===== src/rtl/load_comp_buffer.sv =====
// Load-completion buffer: queues loads returning from MEM/Complete and drains them
// in order to the ROB/CDB writeback port, absorbing writeback back-pressure.
module load_comp_buffer #(
   parameter int DEPTH  = 4,
   parameter int DATA_W = 32,
   parameter int PC_W   = 32
) (
   input  logic                     clk,
   input  logic                     rst,
   input  logic                     flush,
   input  logic                     in_valid,
   input  logic                     in_lsq,
   input  logic [DATA_W-1:0]        in_data,
   input  logic [PC_W-1:0]          in_pc,
   output logic                     in_ready,
   output logic                     out_valid,
   input  logic                     out_ready,
   output logic [DATA_W-1:0]        out_data,
   output logic [PC_W-1:0]          out_pc,
   output logic                     out_lsq,
   output logic [$clog2(DEPTH):0]   count,
   output logic                     overflow
);

   localparam int AW = $clog2(DEPTH);
   localparam logic [AW:0] FULL_CNT = (AW+1)'(DEPTH);

   logic [DATA_W-1:0] data_mem [DEPTH];
   logic [PC_W-1:0]   pc_mem   [DEPTH];
   logic              lsq_mem  [DEPTH];

   logic [AW-1:0] wr_ptr;
   logic [AW-1:0] rd_ptr;
   logic          push;
   logic          pop;
   logic          full;
   logic          accept;

   assign push   = in_valid | in_lsq;
   assign full   = (count == FULL_CNT);
   assign pop    = out_valid & out_ready;
   // A full buffer still takes a new load when the head leaves on the same edge.
   assign accept = push & (~full | pop);

   assign out_valid = (count != '0);
   assign in_ready  = (count < FULL_CNT) | out_ready;

   // Storage is not reset; empty-state outputs are forced to zero instead.
   assign out_data = out_valid ? data_mem[rd_ptr] : '0;
   assign out_pc   = out_valid ? pc_mem[rd_ptr]   : '0;
   assign out_lsq  = out_valid ? lsq_mem[rd_ptr]  : 1'b0;

   always_ff @(posedge clk) begin
      if (rst) begin
         wr_ptr   <= '0;
         rd_ptr   <= '0;
         count    <= '0;
         overflow <= 1'b0;
      end else if (flush) begin
         wr_ptr <= '0;
         rd_ptr <= '0;
         count  <= '0;
      end else begin
         if (accept) wr_ptr <= wr_ptr + 1'b1;
         if (pop)    rd_ptr <= rd_ptr + 1'b1;
         case ({accept, pop})
            2'b10:   count <= count + 1'b1;
            2'b01:   count <= count - 1'b1;
            default: count <= count;
         endcase
         if (push & full & ~pop) overflow <= 1'b1;
      end
   end

   always_ff @(posedge clk) begin
      if (!rst && !flush && accept) begin
         data_mem[wr_ptr] <= in_data;
         pc_mem[wr_ptr]   <= in_pc;
         lsq_mem[wr_ptr]  <= in_lsq;
      end
   end

endmodule


===== config.mk =====
export PLATFORM = sky130hd
export DESIGN_NAME = load_comp_buffer
export DESIGN_NICKNAME = d
export VERILOG_FILES = /design/src/rtl/load_comp_buffer.sv
export SDC_FILE = /design/constraint.sdc
export NUM_CORES = 1
export LEC_CHECK = 0
export CORE_UTILIZATION = 45
export CTS_BUF_LIST = sky130_fd_sc_hd__clkbuf_16
export DETAILED_ROUTE_END_ITERATION = 10
export PLACE_DENSITY = 0.67
export SLEW_MARGIN = 20
export SYNTH_ARGS = -nofsm -noshare
export SYNTH_HDL_FRONTEND = slang
export SYNTH_SLANG_ARGS = --single-unit

===== constraint.sdc =====
create_clock -name clk -period 4.6 [get_ports clk]
set_input_delay 0.69 -clock clk [delete_from_list [all_inputs] [get_ports clk]]
set_output_delay 0.69 -clock clk [all_outputs]
set_load 0.02 [all_outputs]

==> metrics.cfg, run 1 <==
[grt]
pin_count_of_the_biggest_net_entering_global_routing = 66
first_global_vias = 5312
groute.usage.overall_pct = 16.33
grt_first_pass_wirelength_mm = 29.39
initial_antenna_violation_count = 0
gr-total-overflow = 0

[setup_path]
kind_of_end_point_of_the_critical_path = primary output
setup.worst_path.class = flop to primary output
crit_path_max_fanout = 43
critPathSlowestCell = sky130_fd_sc_hd__or3_2
timing.critical_path.buf_inv = 2
worst_ep_arrival_time_ns = 2.95
worst_path_dominant_cell_family = buffers and inverters
crit_start = count[2]$_SDFFE_PP0P_
worst_ep_required_time_ns = 3.91
launch_point_of_the_worst_reg_to_reg_path = count[2]$_SDFFE_PP0P_
crit_chain = or3_2 > buf_4 > and2_1 > clkdlybuf4s50_1
timing.critical_path.from_type = flop
critical_path.max_stage_delay_ns = 0.66

[route]
detail_route.vias_per_cell = 5.279
detail_route.drc_violations = 0
initialDrtViolationCount = 338
detail-route-antenna-nets = 0
dr_total_vias = 4904
routed_wire_length_per_instance_microns = 20.07
number_of_iterations_in_the_first_detailed_routing_pass = 4
drt-total-wl_mm = 18.64

[run]
drv.max_cap_violation_count = 0

[clocking]
htree_levels = 1
cts_tree = built
cts_bufs_inserted = 26
cts-resized-gates = 0
cts.hold.buffers_added = 0
cts-root-to-sink-buffers = 3
clock-root-buffer = sky130_fd_sc_hd__clkbuf_16
cts.repair_timing.setup_buffer_count = 0
clkSinkCount = 270
clk-insertion-delay-late_ns = 0.51
clkSlewWorstSetupHoldPaths_ns = 0.06

[yosys]
postSynthRegisterBits = 270
area_share_of_fa_ha_maj_cells_after_synthesis_pct = 0.6740
post_synth_instance_area_sq_um = 10400
synth_fp_nets = 554
synth_top_area_share_pct = 75.10
postSynthCellCount = 479
yosys-mux-area-fraction_pct = 14.18
combinational_family_with_the_most_area_after_synthesis = multiplexers
part_of_the_yosys_area_used_for_sequential_elements_pct = 77.02
synth_top_area_cell = sky130_fd_sc_hd__edfxtp_1
synth.top_cells.by_area = sky130_fd_sc_hd__edfxtp_1 (75%), sky130_fd_sc_hd__mux4_2 (14%), sky130_fd_sc_hd__and2_1 (4.2%), sky130_fd_sc_hd__dfxtp_1 (1.9%), sky130_fd_sc_hd__buf_6 (0.76%)
synth_compound_area_share_pct = 0.5897
netlist-cell-type-count = 29
yosys.area_share.xor_xnor_pct = 0.4092
yosys.area_share.simple_pct = 5.440
ys.warnings.count = 0
synth_area_per_cell_sq_um = 21.70

[pwr]
pwr_cell_area_nw_per_um2 = 395.1
power.static_leakage_nw = 4.026
vdd_ir_drop_max_mv = 0.3052
report.power.total_w = 0.005073

[outcome]
outcome = finished clean

[worst_hold_path]
hold_class = flop to flop
min_from = wr_ptr[1]$_SDFFE_PP0P_

[cells_and_area]
area_added_between_synthesis_and_finish_pct = 23.52
n_antenna_cell = 0
instances_no_fill = 929
layout-drive-gt1-share_pct = 17.55
design.final.nets = 700

[die]
die_outline_area_sq_um = 23710
io-pin-count = 141
initial_utilization_pct = 45.92
die_x_microns = 154.0
die_height_microns = 154.0
core_sq_um = 22640
floorplan.rows = 55

[place]
port_buffers = 140
post-dp-hpwl_mm = 10.42
placer_s_final_routability_congestion_estimate = 0.7022
placed_cells = 882

[timing]
unrepaired_setup_endpoints_after_global_routing = false
timing.clock.skew_ns = 0.006969
finalSetupTns_ns = 0
finalHoldWorstSlack_ns = 0.5311
period_share_pct = 79.12
final_period_minus_worst_setup_slack_ns = 3.639
max_slew.worst_pin.slew_ns = 1.015
timing.final.max_slew_violations = 0
achievable-frequency_mhz = 274.8
finalSetupViolations = 0
finalHoldViolations = 0
timing.slew.headroom_pct = 32.35

## registers in the layout (all words and copies together) (netlist names), named ones only
register,count
data_mem,128
pc_mem,128
lsq_mem,4
count,3
rd_ptr,2
wr_ptr,2
overflow,1
## synthesized netlist by cell type, drive strengths merged
cell / n
nand3: 5
clkbuf: 7
nor4b: 1
a32oi: 1
or3: 2
edfxtp: 260
buf: 18
inv: 4
xor2: 3
mux2i: 1
nor2: 11
nand2: 3
dfxtp: 10
xnor2: 1
nor3: 1
o31ai: 1
or2: 1
mux4: 65
nand2b: 1
o21ai: 3
a21oi: 3
ha: 4
nand4b: 1
and2: 69
a21o: 2
fa: 1
## worst min-delay path, delay by kind of cell (launching register included)
kind           cells  cell delay, ns
flip-flops         1            0.34
AO/OA/AOI/OAI      2            0.15
## cells in the final DEF, fill, tap and decap left out, types with 4 or more instances in the layout
master / n
sky130_fd_sc_hd__clkdlybuf4s50_1: 140
sky130_fd_sc_hd__inv_1: 9
sky130_fd_sc_hd__dfxtp_1: 8
sky130_fd_sc_hd__edfxtp_1: 260
sky130_fd_sc_hd__mux4_2: 65
sky130_fd_sc_hd__nor2_1: 11
sky130_fd_sc_hd__and2_4: 4
sky130_fd_sc_hd__nand3_1: 5
sky130_fd_sc_hd__ha_1: 4
sky130_fd_sc_hd__clkbuf_16: 27
sky130_fd_sc_hd__and2_1: 65
sky130_fd_sc_hd__clkinv_1: 8
## final cells by class
type / count / area (sq um)
fill: 1684 / 9799
sequential: 270 / 8015
multi-input combinational: 180 / 2225
timing repair buffer: 143 / 1436
clock buffer: 27 / 675.6
tap: 285 / 356.6
clock inverter: 20 / 117.6
inverter: 4 / 15.01
## cell families (layout without fill, tap and decap cells)
group | count (synthesis) | in the layout
compound gates | 10 | 10
xor+xnor | 4 | 4
fa+ha+maj | 5 | 5
buf+inv | 29 | 194
flops | 270 | 270
mux | 66 | 66
simple gates | 95 | 95
## path summary, 6_finish.rpt
check,slack [ns],cells after the start,to
setup / recovery,0.96,4,out_pc[30]
hold / removal,0.53,2,wr_ptr[1]$_SDFFE_PP0P_
setup reg to reg,1.99,6,count[2]$_SDFFE_PP0P_
hold reg to reg,0.53,2,wr_ptr[1]$_SDFFE_PP0P_
## report_power, final
group	switching (W)	internal, W
clock network	0.000852	0.00111
registers	0.0000153	0.00274
logic	0.000174	0.000181
## stage by stage
step | worst slack [ns] | area, sq um | utilization (%)
2_1_floorplan | 1.237 | 10400 | -
3_3_place_gp | 1.385 | 12050 | 53.21
3_5_place_dp | 1.325 | 12050 | 53.21
4_1_cts | 0.9016 | 12840 | 56.72
5_1_grt | 0.7158 | 12840 | 56.72
6_report | 0.9606 | 12840 | 56.72
## per-layer routing
metal	up-vias	share of wire [%]	GRT usage, %
met5	-	0	0
met4	0	1.5	3.857
met3	23	5.7	3.523
met2	151	51	27.97
met1	2508	42	21.42
li1	2222	-	-
Power figures use the tool's default switching activity.
==> run 2, diff against run 1 <==
--- a/config.mk
+++ b/config.mk
@@ -8,7 +8,7 @@
 export CORE_UTILIZATION = 45
 export CTS_BUF_LIST = sky130_fd_sc_hd__clkbuf_16
 export DETAILED_ROUTE_END_ITERATION = 10
-export PLACE_DENSITY = 0.67
+export PLACE_DENSITY = 0.7
 export SLEW_MARGIN = 20
 export SYNTH_ARGS = -nofsm -noshare
 export SYNTH_HDL_FRONTEND = slang
==> constraint.sdc (replaced) <==
create_clock -name clk -period 3.2 [get_ports clk]
set_input_delay 0.48 -clock clk [delete_from_list [all_inputs] [get_ports clk]]
set_output_delay 0.48 -clock clk [all_outputs]
set_load 0.02 [all_outputs]
==> metrics.cfg, run 2 (same netlist as run 1, synthesis figures left out) <==
[timing]
final_period_minus_worst_setup_slack_ns = 2.992
max_slew.worst_pin.slew_ns = 0.3953
finalSetupViolations = 0
timing.final.max_slew_violations = 0
period_share_pct = 93.51
finalHoldViolations = 0
unrepaired_setup_endpoints_after_global_routing = false
achievable-frequency_mhz = 334.2
finalSetupTns_ns = 0
timing.final.ws_setup_ns = 0.2076
finalHoldWorstSlack_ns = 0.5152
timing.slew.headroom_pct = 73.45
timing.clock.skew_ns = 0.01554

[clocking]
clk-insertion-delay-late_ns = 0.53
cts-root-to-sink-buffers = 3
cts_bufs_inserted = 28
clock-root-buffer = sky130_fd_sc_hd__clkbuf_16
cts_tree = built
clkSinkCount = 270
htree_levels = 1
clkSlewWorstSetupHoldPaths_ns = 0.06

[grt]
groute.usage.overall_pct = 17.61
gr-total-overflow = 0
initial_antenna_violation_count = 1
first_global_vias = 5662
pin_count_of_the_biggest_net_entering_global_routing = 32
grt_first_pass_wirelength_mm = 31.69

[route]
routed_wire_length_per_instance_microns = 20.98
drt-total-wl_mm = 20.05
dr_total_vias = 5132
detail_route.vias_per_cell = 5.368
detail-route-antenna-nets = 0
number_of_iterations_in_the_first_detailed_routing_pass = 4
initialDrtViolationCount = 298
detail_route.drc_violations = 0

[cells_and_area]
layout.cells.most_common_list = sky130_fd_sc_hd__edfxtp_1 (260), sky130_fd_sc_hd__clkdlybuf4s50_1 (140), sky130_fd_sc_hd__mux4_2 (65), sky130_fd_sc_hd__and2_1 (65), sky130_fd_sc_hd__clkbuf_16 (29)
area_added_between_synthesis_and_finish_pct = 28.31
layout_commonest_cell = sky130_fd_sc_hd__edfxtp_1
design.final.nets = 723
fill_cells = 1620
layout-drive-gt1-share_pct = 21.79
largest_registers = data_mem (128), pc_mem (128), lsq_mem (4)

[pwr]
pwr_cell_area_nw_per_um2 = 576.3
power.static_leakage_nw = 4.238
vdd_ir_drop_max_mv = 0.4882

[place]
port_buffers = 140
post-dp-hpwl_mm = 12.86
pre_cts_slack_ns = 0.4863
placer_s_final_routability_congestion_estimate = 0.7344

[setup_path]
worst_ep_required_time_ns = 2.72
kind_of_end_point_of_the_critical_path = primary output
timing.critical_path.from_type = flop
worstRegToRegCells = 7
setup.worst_path.class = flop to primary output
worst_ep_arrival_time_ns = 2.51
crit_path_max_fanout = 22

[die]
die_height_microns = 154.0
die_x_microns = 154.0
io-pin-count = 141
floorplan.rows = 55
core_sq_um = 22640
initial_utilization_pct = 45.92
die_outline_area_sq_um = 23710

[worst_hold_path]
hold_class = flop to flop
min_path_cells = 2

[run]
drv.max_cap_violation_count = 0

[outcome]
outcome = finished clean

-- run 2: layout make-up --
cell class / instances / area, sq um / share of cell area [%]
Antenna cell: 1 / 2.502 / 0.01876
Sequential cell: 270 / 8015 / 60.09
Tap cell: 285 / 356.6 / 2.673
Clock buffer: 29 / 725.7 / 5.440
Multi-Input combinational cell: 180 / 2228 / 16.71
Clock inverter: 23 / 201.4 / 1.510
Timing Repair Buffer: 164 / 1794 / 13.45
Inverter: 4 / 15.01 / 0.1126
-- run 2: timing repair --
item                                    CTS  global route
hold buffers                              0             0
setup buffers                             3             0
endpoints found under the hold margin     0             0
gates resized for setup                   1             0
endpoints found under the setup margin   11             0
-- run 2: final timing paths --
path	start	to	slack, ns
worst max-delay path	flop	out_data[16]	0.21
worst min-delay path	overflow$_SDFFE_PP0P_	overflow$_SDFFE_PP0P_	0.52
worst max register to register	count[1]$_SDFFE_PP0P_	count[2]$_SDFFE_PP0P_	0.74
worst min register to register	overflow$_SDFFE_PP0P_	overflow$_SDFFE_PP0P_	0.52
-- run 2: where the power goes --
part | internal, W | switching [W] | leakage, nW | total, W
sequential | 0.00393 | 0.0000184 | 2.44 | 0.00395
combinational | 0.000284 | 0.000267 | 1.34 | 0.000551
clock | 0.00189 | 0.00129 | 0.457 | 0.00318
-- run 2: stage by stage --
stage / cells / util, % / instance area [sq um] / power, W
detailed placement: 900 / 54.69 / 12380 / 0.004582
floorplan: 479 / - / 10400 / 0.004275
CTS: 955 / 58.91 / 13340 / 0.007768
finish: 956 / 58.92 / 13340 / 0.007688
global placement: 900 / 54.69 / 12380 / 0.004565
global route: 955 / 58.91 / 13340 / 0.007938
-- run 2: layer usage --
layer  vias up  wire length [microns]  GRT usage, %
li1       2275                      -             -
met1      2663                   8302         23.02
met2       165                  10260         30.45
met3        29                   1167         3.523
met4         0                    321         4.143
met5         -                      0             0
-- run 2: critical path, cell delays in order (launching register included) --
cell	delay, ns
sky130_fd_sc_hd__dfxtp_4	0.58
sky130_fd_sc_hd__buf_4	0.33
sky130_fd_sc_hd__mux4_2	0.36
sky130_fd_sc_hd__and2_1	0.17
sky130_fd_sc_hd__clkdlybuf4s50_1	0.53
==> run 3, diff against run 2 <==
--- a/config.mk
+++ b/config.mk
@@ -5,9 +5,11 @@
 export SDC_FILE = /design/constraint.sdc
 export NUM_CORES = 1
 export LEC_CHECK = 0
+export ABC_CLOCK_PERIOD_IN_PS = 2500
 export CORE_UTILIZATION = 45
 export CTS_BUF_LIST = sky130_fd_sc_hd__clkbuf_16
 export DETAILED_ROUTE_END_ITERATION = 10
+export GPL_ROUTABILITY_DRIVEN = 0
 export PLACE_DENSITY = 0.7
 export SLEW_MARGIN = 20
 export SYNTH_ARGS = -nofsm -noshare
==> constraint.sdc (replaced) <==
create_clock -name clk -period 2.5 [get_ports clk]
set_input_delay 0.375 -clock clk [delete_from_list [all_inputs] [get_ports clk]]
set_output_delay 0.375 -clock clk [all_outputs]
set_load 0.02 [all_outputs]
==> metrics.cfg, run 3 (same netlist as run 1, synthesis figures left out) <==
[outcome]
outcome = finished clean

[die]
initial_utilization_pct = 45.92
die_height_microns = 154.0
io-pin-count = 141
die_outline_area_sq_um = 23710
die_x_microns = 154.0
floorplan.rows = 55
core_sq_um = 22640

[route]
number_of_iterations_in_the_first_detailed_routing_pass = 4
initialDrtViolationCount = 349
drt-total-wl_mm = 21.17
detail_route.drc_violations = 0
detail_route.vias_per_cell = 5.303
dr_total_vias = 5165
routed_wire_length_per_instance_microns = 21.74
detail-route-antenna-nets = 0

[place]
detailed_place.area_sq_um = 12460
post-dp-hpwl_mm = 13.02
port_buffers = 140
pre_cts_slack_ns = 0.04926

[timing]
achievable-frequency_mhz = 405.6
timing.final.ws_setup_ns = 0.03430
timing.slew.headroom_pct = 66.33
timing.final.max_slew_violations = 0
final_period_minus_worst_setup_slack_ns = 2.466
finalHoldViolations = 0
max_slew.worst_pin.slew_ns = 0.5037
period_share_pct = 98.63
finalSetupTns_ns = 0
unrepaired_setup_endpoints_after_global_routing = true
timing.clock.skew_ns = 0.01886
finalSetupViolations = 0

[setup_path]
setup_slack_reg_to_reg_ns = 0.22
crit_path_max_fanout = 8
worst_ep_required_time_ns = 2.12
setup.worst_path.class = flop to primary output
timing.critical_path.from_type = flop
kind_of_end_point_of_the_critical_path = primary output
worst_ep_arrival_time_ns = 2.09

[pwr]
swShare_pct = 20.58
power.internal_w = 0.007961
p_sw_w = 0.002063
pwr_cell_area_nw_per_um2 = 740.7
vdd_ir_drop_max_mv = 0.5418
report.power.total_w = 0.01002
p_clk_share_pct = 42.2
power.share.combinational_pct = 7.3
power.static_leakage_nw = 4.572
share_of_total_power_in_sequential_cells_pct = 50.4

[run]
drv.max_cap_violation_count = 0

[clocking]
cts.hold.buffers_added = 0
clk-insertion-delay-late_ns = 0.54
clock-root-buffer = sky130_fd_sc_hd__clkbuf_16
cts_bufs_inserted = 28
htree_levels = 1
cts_tree = built
clkSlewWorstSetupHoldPaths_ns = 0.06
clkSinkCount = 270
cts-root-to-sink-buffers = 3

[grt]
groute.usage.overall_pct = 18.34
pin_count_of_the_biggest_net_entering_global_routing = 38
first_global_vias = 5703
initial_antenna_violation_count = 0
busiest_layer = met2
gr-total-overflow = 0
use_met2_pct = 33.25
grt_use_met1_pct = 22.61
grt_util_met3_pct = 3.777
grt_first_pass_wirelength_mm = 32.70

[cells_and_area]
layout-drive-gt1-share_pct = 36.72
n_antenna_cell = 0
core_occupancy_in_the_finished_layout_pct = 59.77
layout_commonest_cell = sky130_fd_sc_hd__edfxtp_1
design.final.nets = 742
layout.cells.most_common_list = sky130_fd_sc_hd__edfxtp_1 (260), sky130_fd_sc_hd__clkdlybuf4s50_1 (74), sky130_fd_sc_hd__mux4_2 (65)
largest_registers = data_mem (128), pc_mem (128), lsq_mem (4)
area_added_between_synthesis_and_finish_pct = 30.17
final_area_sq_um = 13530
fill_cells = 1619

[worst_hold_path]
hold_class = input pin to flop

==> run 3: what timing repair did <==
item	CTS	global route
pin swaps	7	0
resized for setup	306	41
buffers inserted	10	3
setup endpoints to repair	66	45
cloned	4	0
==> run 3: final cells by class <==
| cell class | count | area, sq um | share of cell area, % |
|---|---|---|---|
| sequential | 270 | 8015 | 59.23 |
| multi-input combinational | 180 | 2296 | 16.97 |
| timing repair buffer | 183 | 1899 | 14.03 |
| clock buffer | 28 | 700.7 | 5.178 |
| tap | 285 | 356.6 | 2.635 |
| clock inverter | 24 | 250.2 | 1.849 |
| inverter | 4 | 15.01 | 0.1109 |
==> run 3: final timing paths <==
check                         from                     to  depth (start not counted)
min                            rst  overflow$_SDFFE_PP0P_                          2
max reg2reg  count[1]$_SDFFE_PP0P_  count[2]$_SDFFE_PP0P_                          7
max                           flop            out_data[8]                          6
min reg2reg  overflow$_SDFFE_PP0P_  overflow$_SDFFE_PP0P_                          2
==> run 3: metrics by stage <==
stage	cells	hold WS [ns]
3_3_place_gp	908	0.4654
4_1_cts	974	0.4336
2_1_floorplan	479	0.4474
6_report	974	0.4294
3_5_place_dp	908	0.4772
5_1_grt	974	0.4427
==> run 3: critical path, stage by stage (launching register included) <==
cell and delay, ns:
sky130_fd_sc_hd__dfxtp_4 0.37, sky130_fd_sc_hd__buf_12 0.14, sky130_fd_sc_hd__buf_12 0.14, sky130_fd_sc_hd__buf_6 0.10
sky130_fd_sc_hd__mux4_2 0.49, sky130_fd_sc_hd__and2_4 0.18, sky130_fd_sc_hd__buf_6 0.12
==> run 3: power groups by stage <==
stage | combinational [W] | clock [W] | sequential, W
finish | 0.000737 | 0.00423 | 0.00506
global route | 0.000784 | 0.00447 | 0.00506
floorplan | 0.000317 | 0 | 0.00515
CTS | 0.000726 | 0.00430 | 0.00506
detailed placement | 0.000718 | 0 | 0.00515
global placement | 0.000705 | 0 | 0.00515
==> run 3: routing by layer <==
metal / wire, microns / vias up
met1: 8258 / 2672
met5: 0 / -
met4: 378 / 0
met2: 11300 / 167
li1: - / 2298
met3: 1239 / 28
